--- config.mk ---
export PLATFORM = sky130hd
export DESIGN_NAME = pht_update_scheduler
export DESIGN_NICKNAME = d
export VERILOG_FILES = /design/src/rtl/gshare_pkg.sv /design/src/rtl/pht_update_fifo.sv /design/src/rtl/pht_update_scheduler.sv
export SDC_FILE = /design/constraint.sdc
export NUM_CORES = 1
export LEC_CHECK = 0
export CAP_MARGIN = 20
export CORE_MARGIN = 2
export CORE_UTILIZATION = 45
export CTS_CLUSTER_SIZE = 20
export DETAILED_ROUTE_END_ITERATION = 16
export PLACE_DENSITY = 0.74
export SLEW_MARGIN = 20
export SYNTH_ARGS = -nofsm -noshare
export SYNTH_HDL_FRONTEND = slang
export SYNTH_SLANG_ARGS = --single-unit
--- constraint.sdc ---
create_clock -name clk -period 2 [get_ports clk]
set_input_delay 0.6 -clock clk [delete_from_list [all_inputs] [get_ports clk]]
set_output_delay 0.6 -clock clk [all_outputs]
set_load 0.005 [all_outputs]
--- src/rtl/gshare_pkg.sv ---
// Shared types for the gshare pattern-history-table update path:
// 2-bit saturating counter type, its limits, and the RMW scheduler states.
package gshare_pkg;

   typedef logic [1:0] ctr_t;

   localparam ctr_t CTR_MAX = 2'd3;
   localparam ctr_t CTR_MIN = 2'd0;

   typedef enum logic [1:0] {
      IDLE   = 2'd0,
      UPD_RD = 2'd1,
      UPD_WR = 2'd2
   } state_t;

endpackage

--- src/rtl/pht_update_fifo.sv ---
// Pending-update queue for the PHT scheduler: stores {index, taken} in
// acceptance order and reports its occupancy. DEPTH must be a power of two.
module pht_update_fifo
   import gshare_pkg::*;
#(
   parameter int INDEX_BITS = 13,
   parameter int DEPTH      = 4,
   localparam int PTR_W     = $clog2(DEPTH),
   localparam int CNT_W     = PTR_W + 1
) (
   input  logic                  clk,
   input  logic                  reset,
   input  logic                  push,
   input  logic [INDEX_BITS-1:0] push_index,
   input  logic                  push_taken,
   input  logic                  pop,
   output logic [INDEX_BITS-1:0] head_index,
   output logic                  head_taken,
   output logic [CNT_W-1:0]      count,
   output logic                  full,
   output logic                  empty
);

   localparam logic [CNT_W-1:0] FULL_CNT = CNT_W'(DEPTH);

   logic [INDEX_BITS:0] slots [DEPTH];
   logic [PTR_W-1:0]    wr_ptr;
   logic [PTR_W-1:0]    rd_ptr;

   assign full       = (count == FULL_CNT);
   assign empty      = (count == '0);
   assign head_index = slots[rd_ptr][INDEX_BITS:1];
   assign head_taken = slots[rd_ptr][0];

   // Payload storage carries no reset; only occupancy is control state.
   always_ff @(posedge clk) begin
      if (push) begin
         slots[wr_ptr] <= {push_index, push_taken};
      end
   end

   // Pointers wrap naturally because DEPTH is a power of two.
   always_ff @(posedge clk or negedge reset) begin
      if (!reset) begin
         wr_ptr <= '0;
         rd_ptr <= '0;
         count  <= '0;
      end else begin
         if (push) begin
            wr_ptr <= wr_ptr + PTR_W'(1);
         end
         if (pop) begin
            rd_ptr <= rd_ptr + PTR_W'(1);
         end
         case ({push, pop})
            2'b10:   count <= count + CNT_W'(1);
            2'b01:   count <= count - CNT_W'(1);
            default: count <= count;
         endcase
      end
   end

endmodule

--- src/rtl/pht_update_scheduler.sv ---
// Arbitrates a single-port PHT RAM between gshare lookups (absolute priority)
// and queued read-modify-write counter updates. Optional PHT_UPD_BYPASS_EN
// forwards a stalled write's new counter MSB to a colliding lookup.
module pht_update_scheduler
   import gshare_pkg::*;
#(
   parameter int ENTRY_NUM   = 8192,
   parameter int INDEX_BITS  = $clog2(ENTRY_NUM),
   parameter int QUEUE_DEPTH = 4,
   localparam int CNT_W      = $clog2(QUEUE_DEPTH) + 1
) (
   input  logic                  clk,
   input  logic                  reset,
   input  logic                  lookup_valid,
   input  logic [INDEX_BITS-1:0] lookup_index,
   output logic                  pred_valid,
   output logic                  pred_taken,
   input  logic                  upd_valid,
   output logic                  upd_ready,
   input  logic [INDEX_BITS-1:0] upd_index,
   input  logic                  upd_taken,
   output logic                  mem_en,
   output logic                  mem_we,
   output logic [INDEX_BITS-1:0] mem_addr,
   output logic [1:0]            mem_wdata,
   input  logic [1:0]            mem_rdata,
   output logic [CNT_W-1:0]      queue_count
);

   if (ENTRY_NUM > (1 << INDEX_BITS)) begin : g_bad_index_bits
      $error("ENTRY_NUM does not fit in INDEX_BITS");
   end
   if ((QUEUE_DEPTH < 2) || ((QUEUE_DEPTH & (QUEUE_DEPTH - 1)) != 0)) begin : g_bad_depth
      $error("QUEUE_DEPTH must be a power of two and at least 2");
   end

   function automatic ctr_t sat_step(input ctr_t ctr, input logic taken);
      if (taken) begin
         return (ctr == CTR_MAX) ? CTR_MAX : ctr_t'(ctr + ctr_t'(1));
      end
      return (ctr == CTR_MIN) ? CTR_MIN : ctr_t'(ctr - ctr_t'(1));
   endfunction

   state_t                state;
   state_t                state_nxt;
   ctr_t                  ctr_q;
   ctr_t                  ctr_upd;
   logic                  pred_valid_q;
   logic                  push;
   logic                  pop;
   logic                  full;
   logic                  empty;
   logic [INDEX_BITS-1:0] head_index;
   logic                  head_taken;

   assign upd_ready = !full;
   assign push      = upd_valid && upd_ready;
   assign ctr_upd   = sat_step(ctr_q, head_taken);

   pht_update_fifo #(
      .INDEX_BITS (INDEX_BITS),
      .DEPTH      (QUEUE_DEPTH)
   ) u_fifo (
      .clk        (clk),
      .reset      (reset),
      .push       (push),
      .push_index (upd_index),
      .push_taken (upd_taken),
      .pop        (pop),
      .head_index (head_index),
      .head_taken (head_taken),
      .count      (queue_count),
      .full       (full),
      .empty      (empty)
   );

   // The head entry stays in the queue until its write lands, so the head
   // index/outcome serve as the in-flight update's address and direction.
   always_comb begin
      state_nxt = state;
      mem_en    = 1'b0;
      mem_we    = 1'b0;
      mem_addr  = lookup_index;
      mem_wdata = ctr_upd;
      pop       = 1'b0;
      if (lookup_valid) begin
         mem_en = 1'b1;
         if (state == UPD_RD) begin
            state_nxt = UPD_WR;
         end
      end else begin
         case (state)
            IDLE: begin
               if (!empty) begin
                  mem_en    = 1'b1;
                  mem_addr  = head_index;
                  state_nxt = UPD_RD;
               end
            end
            UPD_RD: begin
               state_nxt = UPD_WR;
            end
            UPD_WR: begin
               mem_en    = 1'b1;
               mem_we    = 1'b1;
               mem_addr  = head_index;
               pop       = 1'b1;
               state_nxt = IDLE;
            end
            default: begin
               state_nxt = IDLE;
            end
         endcase
      end
   end

   // UPD_RD always captures: the read data belongs to the read issued in IDLE.
   always_ff @(posedge clk or negedge reset) begin
      if (!reset) begin
         state        <= IDLE;
         ctr_q        <= CTR_MIN;
         pred_valid_q <= 1'b0;
      end else begin
         state        <= state_nxt;
         pred_valid_q <= lookup_valid;
         if (state == UPD_RD) begin
            ctr_q <= ctr_t'(mem_rdata);
         end
      end
   end

   assign pred_valid = pred_valid_q;

`ifdef PHT_UPD_BYPASS_EN
   logic byp_hit_q;
   logic byp_taken_q;

   // A lookup colliding with the stalled write would otherwise see stale RAM data.
   always_ff @(posedge clk or negedge reset) begin
      if (!reset) begin
         byp_hit_q   <= 1'b0;
         byp_taken_q <= 1'b0;
      end else begin
         byp_hit_q   <= lookup_valid && (state == UPD_WR) && (lookup_index == head_index);
         byp_taken_q <= ctr_upd[1];
      end
   end

   assign pred_taken = pred_valid_q && (byp_hit_q ? byp_taken_q : mem_rdata[1]);
`else
   assign pred_taken = pred_valid_q && mem_rdata[1];
`endif

endmodule
==> results of run 1 <==
[worst max-delay path: stages, from the launching register on]
cell	delay [ns]
dfrtp_1	0.42
buf_6	0.17
buf_6	0.11
mux4_2	0.49
mux2_4	0.28
buf_6	0.12
[area by class of cell]
class,instances,area [um^2]
Clock buffer,9,123.9
Inverter,8,32.53
Fill cell,416,2083
Multi-Input combinational cell,63,873.3
Tap cell,77,96.34
Timing Repair Buffer,100,1021
Sequential cell,68,1983
Clock inverter,7,100.1
[sequential cells by signal, summed over array words and instances (netlist names)]
name and cells:
ctr_q 2, pred_valid 1, state 2, u_fifo.count 3
u_fifo.rd_ptr 2, u_fifo.slots 56, u_fifo.wr_ptr 2
[cell usage in the layout, fill, tap and decap left out, types with 2 or more instances in the layout]
cell	count
buf_6	35
xor2_1	3
mux2_2	2
bufinv_16	2
dfrtp_1	11
buf_2	5
and2_1	2
clkbuf_8	9
mux2_4	13
mux4_2	14
ha_1	4
clkdlybuf4s50_1	32
maj3_2	2
dlygate4sd2_1	3
clkinvlp_4	3
and3_1	4
buf_4	19
xnor2_1	3
nand2_1	2
buf_12	5
inv_1	6
edfxtp_1	56
[through the flow]
step	cell area, um^2	utilization [%]	setup WS [ns]	power, uW	cells
floorplan	2929	-	-0.03612	3284	143
global placement	3771	59.73	-0.8641	4190	295
detailed placement	3771	59.73	-0.8951	4289	295
CTS	4161	65.91	-0.5295	5905	328
global route	4230	67.00	-0.5952	6284	332
finish	4230	67.00	-0.5391	5978	332
[per-layer routing]
| metal | global-route usage, % | routed length (um) |
|---|---|---|
| met5 | 0 | 0 |
| met4 | 11.40 | 198 |
| met3 | 3.638 | 239 |
| met2 | 30.52 | 3170 |
| met1 | 21.30 | 2304 |
[synth_stat cells (3+ instances only)]
library cell	count	share of area, %
edfxtp_1	56	58
dfrtp_1	12	10
mux2_4	9	4.6
mux4_2	9	7.0
inv_1	8	1.0
mux2_2	6	2.3
ha_1	5	2.2
mux4_1	5	4.5
and3_1	4	0.86
xnor2_1	3	0.90
xor2_1	3	0.90
[timing repair]
action,4_1_cts,5_1_grt
pin swaps,8,9
endpoints found under the setup margin,22,22
buffers inserted,17,8
resized for setup,118,16
[cells by family after synthesis]
family | count (synthesis) | synth area share (%)
fa+ha+maj | 8 | 3.528
flops | 68 | 68.16
compound gates | 4 | 0.9038
mux | 30 | 18.80
simple gates | 15 | 4.131
buf+inv | 12 | 2.668
xor+xnor | 6 | 1.808
[worst paths after layout]
check / depth (start not counted) / endpoint / slack, ns / from
setup / recovery: 5 / mem_addr[6] / -0.54 / u_fifo.rd_ptr[0]
hold reg to reg: 1 / u_fifo.wr_ptr[1] / 0.59 / u_fifo.wr_ptr[1]
max in group asynchronous: 1 / u_fifo.count[0] / 0.99 / reset
min in group asynchronous: 1 / u_fifo.wr_ptr[0] / 0.61 / reset
setup reg to reg: 10 / u_fifo.count[2] / -0.21 / u_fifo.count[0]
hold / removal: 2 / pred_valid / 0.53 / lookup_valid
[power by group through the flow]
stage                     logic (uW)  registers (uW)  clock network (uW)
after global routing            2840            2120                1320
after floorplan                 1200            2080                   0
final                           2650            2090                1250
after CTS                       2550            2080                1270
after global placement          2120            2070                   0
after detailed placement        2200            2090                   0
==> results.cfg, run 1 <==
[run_status]
outcome = complete, but fails checks
violations = setup timing

[die]
num_rows = 29
boundaryPins = 56
placeableCoreArea_um2 = 6314
start_util_pct = 46.06
die-height_um = 84.39
fp.dieArea_um2 = 7121
die_width_um = 84.39

[drt]
final_antenna_net_count = 0
routed-via-count = 1708
drt_iter0_drc = 88
drcViolationCount = 0
wirelength_um = 5912
drt_pass1_iterations = 4
routed_via_density = 5.145
routedWlPerCell_um = 17.81

[sta]
setup_tns_ns = -7.962
period_share_pct = 127.0
hold_viol_final = 0
skew_ns = 0.009090
final.min_clock_period_ns = 2.539
setup_ws_ns = -0.5391
setup_violations = 17
slew_viol_final = 0
max_freq_ghz = 0.3938
worst_pin_slew_ns = 0.5705
whs_ns = 0.5322
rsz0062_at_grt = yes
slew_headroom_pct = 61.85

[synthesis]
synth-seq-cells = 68
yosysSeqAreaShare_pct = 68.16
avgSynthCellArea_um2 = 20.33
syn_inst = 143
synth-edff-count = 56
ys.warnings.count = 0
syn_area_um2 = 2908
syn_nets = 182
synth.distinct_cells = 29
synthFlopType = edfxtp_1
async_reset_ff_share_pct = 17.65

[critical_path]
crit_arrival_ns = 1.94
cp-start-kind = flip-flop
cp-end-kind = output port
worst-path-max-fanout = 6
required_ns = 1.40
crit_type = flip-flop to output port

[clock_tree]
cts_hold_buf = 0
cts-htree-levels = 3
clk_pin_slew_ns = 0.07
cts_tree = done
cts_made_buffers = 9
clk_latency_ns = 0.35
cts_max_path_buffers = 2
clock_sinks = 68
cts_root_buffer = clkbuf_8

[final_layout]
num_antenna_cells = 0
finalNetCount = 289
drive_above_1_share_pct = 47.45
areaGrowthSynthToFinish_pct = 45.48

[grt]
grt_max_degree = 15
grt_pass1_vias = 1905
grt_use_total_pct = 18.11
grt.overflow.total = 0
grt_pass1_wl_um = 9515
antenna_found_initial = 0

[place]
port_buffers = 55
dp_hpwl_um = 3786
gp_congestion = 0.8403

[power]
p_sw_share_pct = 28.41
p_clk_share_pct = 20.8
power-per-cell-area_nw_per_um2 = 1413
leakage_uw = 0.001658
combPwrFrac_pct = 44.3
seq_power_share_pct = 34.9
p_sw_uw = 1699
power.internal_uw = 4280
peakVddDrop_v = 0.0008140

[worst_hold_path]
min_path_type = primary input to flip-flop

[flow_run]
maxCapViolations = 0
(Power assumes the default switching activity.)
==> run 2: changes to the inputs <==
--- a/config.mk
+++ b/config.mk
@@ -11,7 +11,9 @@
 export CTS_CLUSTER_SIZE = 20
 export DETAILED_ROUTE_END_ITERATION = 16
 export PLACE_DENSITY = 0.74
+export REMOVE_ABC_BUFFERS = 1
 export SLEW_MARGIN = 20
 export SYNTH_ARGS = -nofsm -noshare
 export SYNTH_HDL_FRONTEND = slang
+export SYNTH_HIERARCHICAL = 1
 export SYNTH_SLANG_ARGS = --single-unit
==> run 2 against run 1 <==
Against the previous run: the flow still finishes with violations (setup timing); critical endpoint is now mem_addr[5]; setup slack got worse by 0.033 ns; worst hold slack improved by 0.0082 ns; area after synthesis about the same; combinational power increased by 6%; die area about the same; via count decreased by 0.70%; clock-buffer cell count increased by 2; utilization decreased by 0.32 points; clock skew decreased by 0.0023 ns; sequential cell count unchanged; largest power group unchanged; first-iteration DRC count decreased by 25%; register-to-register slack improved by 0.19 ns.
==> results.cfg, run 2 <==
[run_status]
outcome = complete, but fails checks
violations = setup timing

[drt]
wirelength_um = 5691
drcViolationCount = 0
routed-via-count = 1696
final_antenna_net_count = 0
routed_via_density = 5.063
routedWlPerCell_um = 16.99
drt_pass1_iterations = 4
drt_iter0_drc = 66

[synthesis]
synth_top_area_share_pct = 57.86
synth.distinct_cells = 30
synthTopCellsByArea = edfxtp_1 (58%), dfrtp_1 (10%), mux4_2 (6.2%), mux4_1 (5.4%), mux2_4 (5.2%)
avgSynthCellArea_um2 = 19.91
syn_inst = 146
yosys.cell_count.top_type = edfxtp_1
async_reset_ff_share_pct = 17.65
synth-seq-cells = 68
yosysSeqAreaShare_pct = 68.19
syn_area_um2 = 2907
synth-edff-count = 56
ys_top_cells_by_count = edfxtp_1 (56), dfrtp_1 (12), mux2_4 (10)
synth_area_leader_cell = edfxtp_1
synthFlopType = edfxtp_1
ys.warnings.count = 6

[critical_path]
crit_arrival_ns = 1.97
required_ns = 1.40
cp-end-kind = output port
worst-path-max-fanout = 5
crit_type = flip-flop to output port
cp-start-kind = flip-flop
r2r-start = state[0]
r2r_slack_ns = -0.02
critPathLaunch = u_fifo/rd_ptr[0]

[flow_run]
maxCapViolations = 0

[sta]
slew_viol_final = 0
slew_headroom_pct = 58.33
rsz0062_at_grt = yes
setup_violations = 17
period_share_pct = 128.6
max_freq_ghz = 0.3887
hold_viol_final = 0
worst_pin_slew_ns = 0.6231
final.min_clock_period_ns = 2.572
skew_ns = 0.006820
setup_ws_ns = -0.5725
whs_ns = 0.5404

[power]
combPwrFrac_pct = 48.2
p_sw_uw = 1666
peakVddDrop_v = 0.0008748
leakage_uw = 0.001652
p_clk_share_pct = 16.3
power.internal_uw = 4192
seq_power_share_pct = 35.5
power-per-cell-area_nw_per_um2 = 1391
p_sw_share_pct = 28.44

[final_layout]
num_antenna_cells = 0
fill_cells = 439
finalNetCount = 292
drive_above_1_share_pct = 48.06
final_cells = 335
reg_top3 = u_fifo/slots (56), u_fifo/count (3)
largest_reg_flops = 56
areaGrowthSynthToFinish_pct = 44.86
regMostFlops = u_fifo/slots
layout_common_cells = edfxtp_1 (56), clkdlybuf4s50_1 (34), buf_6 (31), buf_4 (16), mux4_2 (14)
final_common_cell = edfxtp_1

[place]
port_buffers = 55
place_inst = 294
pre_cts_slack_ns = -0.8448
gp_congestion = 0.7625
dp_hpwl_um = 3341

[clock_tree]
cts-htree-levels = 3
clk_latency_ns = 0.33
cts_root_buffer = clkbuf_8
cts_tree = done
clock_sinks = 68
cts_made_buffers = 9
cts_max_path_buffers = 2
clk_pin_slew_ns = 0.07

[grt]
grt_max_degree = 15
grt_pass1_wl_um = 9232
grt_use_total_pct = 17.24
antenna_found_initial = 0
grt_pass1_vias = 1827
grt.overflow.total = 0

[die]
die-height_um = 84.37
fp.dieArea_um2 = 7117
die_width_um = 84.37
boundaryPins = 56
start_util_pct = 46.04
placeableCoreArea_um2 = 6314
num_rows = 29

[worst_hold_path]
hp-start = u_fifo/wr_ptr[0]
min_path_type = flip-flop to flip-flop
run 2: repair_timing:
| action | 4_1_cts | 5_1_grt |
|---|---|---|
| gates cloned | 2 | 0 |
| buffers inserted | 22 | 3 |
| endpoints found under the hold margin | 0 | 0 |
| setup endpoints to repair | 21 | 19 |
| gates resized for setup | 129 | 10 |
| pin swaps | 7 | 4 |
| hold buffers | 0 | 0 |
run 2: worst paths after layout:
check	end	cells after the start
max in group asynchronous	u_fifo/rd_ptr[0]	1
min in group asynchronous	u_fifo/wr_ptr[1]	1
setup / recovery	mem_addr[5]	5
setup reg to reg	u_fifo/count[2]	11
hold / removal	u_fifo/wr_ptr[0]	1
hold reg to reg	u_fifo/wr_ptr[0]	1
run 2: power by group through the flow:
stage | Combinational [uW] | Sequential, uW | Clock, uW
finish | 2820 | 2080 | 954
global route | 3020 | 2110 | 1040
CTS | 2810 | 2080 | 979
detailed placement | 2170 | 2070 | 0
global placement | 2140 | 2050 | 0
floorplan | 1010 | 2140 | 0
run 2: kinds of logic (layout without fill, tap and decap cells):
logic type               count (synthesis)  in the layout  share of synthesized area [%]
AO/OA/AOI/OAI                            5              5                          1.163
XOR/XNOR                                 6              6                          1.808
adder cells (fa/ha/maj)                  8              8                          3.530
buffers and inverters                   12            123                          2.669
flip-flops                              68             68                          68.19
multiplexers                            29             29                          18.68
AND/OR/NAND/NOR                         18             19                          3.960
run 2: cell type report:
type | count | area, um^2 | area share [%]
clock buffers | 11 | 141.4 | 3.358
clock inverters | 5 | 27.53 | 0.6538
inverters | 8 | 32.53 | 0.7727
multi-input cells | 67 | 885.9 | 21.04
flip-flops and latches | 68 | 1983 | 47.10
well taps | 77 | 96.34 | 2.288
repair buffers | 99 | 1044 | 24.78
run 2: routing by layer:
| layer | track usage, % | wire (um) | vias up |
|---|---|---|---|
| met3 | 4.916 | 297 | 13 |
| met2 | 28.72 | 2901 | 50 |
| met1 | 21.70 | 2340 | 853 |
| met4 | 6.349 | 151 | 0 |
| met5 | 0 | 0 | - |
| li1 | - | - | 780 |
run 2: metrics by stage:
step	total power [uW]	area, um^2	setup TNS (ns)	utilization, %
2_1_floorplan	3146	2859	-3.648	-
3_3_place_gp	4183	3731	-13.92	59.10
3_5_place_dp	4241	3731	-14.02	59.10
4_1_cts	5864	4204	-8.326	66.59
5_1_grt	6172	4210	-9.031	66.69
6_report	5858	4210	-8.005	66.69
run 2: critical path, stage by stage (launching register included):
cell	delay, ns
dfrtp_2	0.48
clkbuf_16	0.19
buf_6	0.09
mux4_2	0.49
mux2_4	0.28
buf_6	0.11
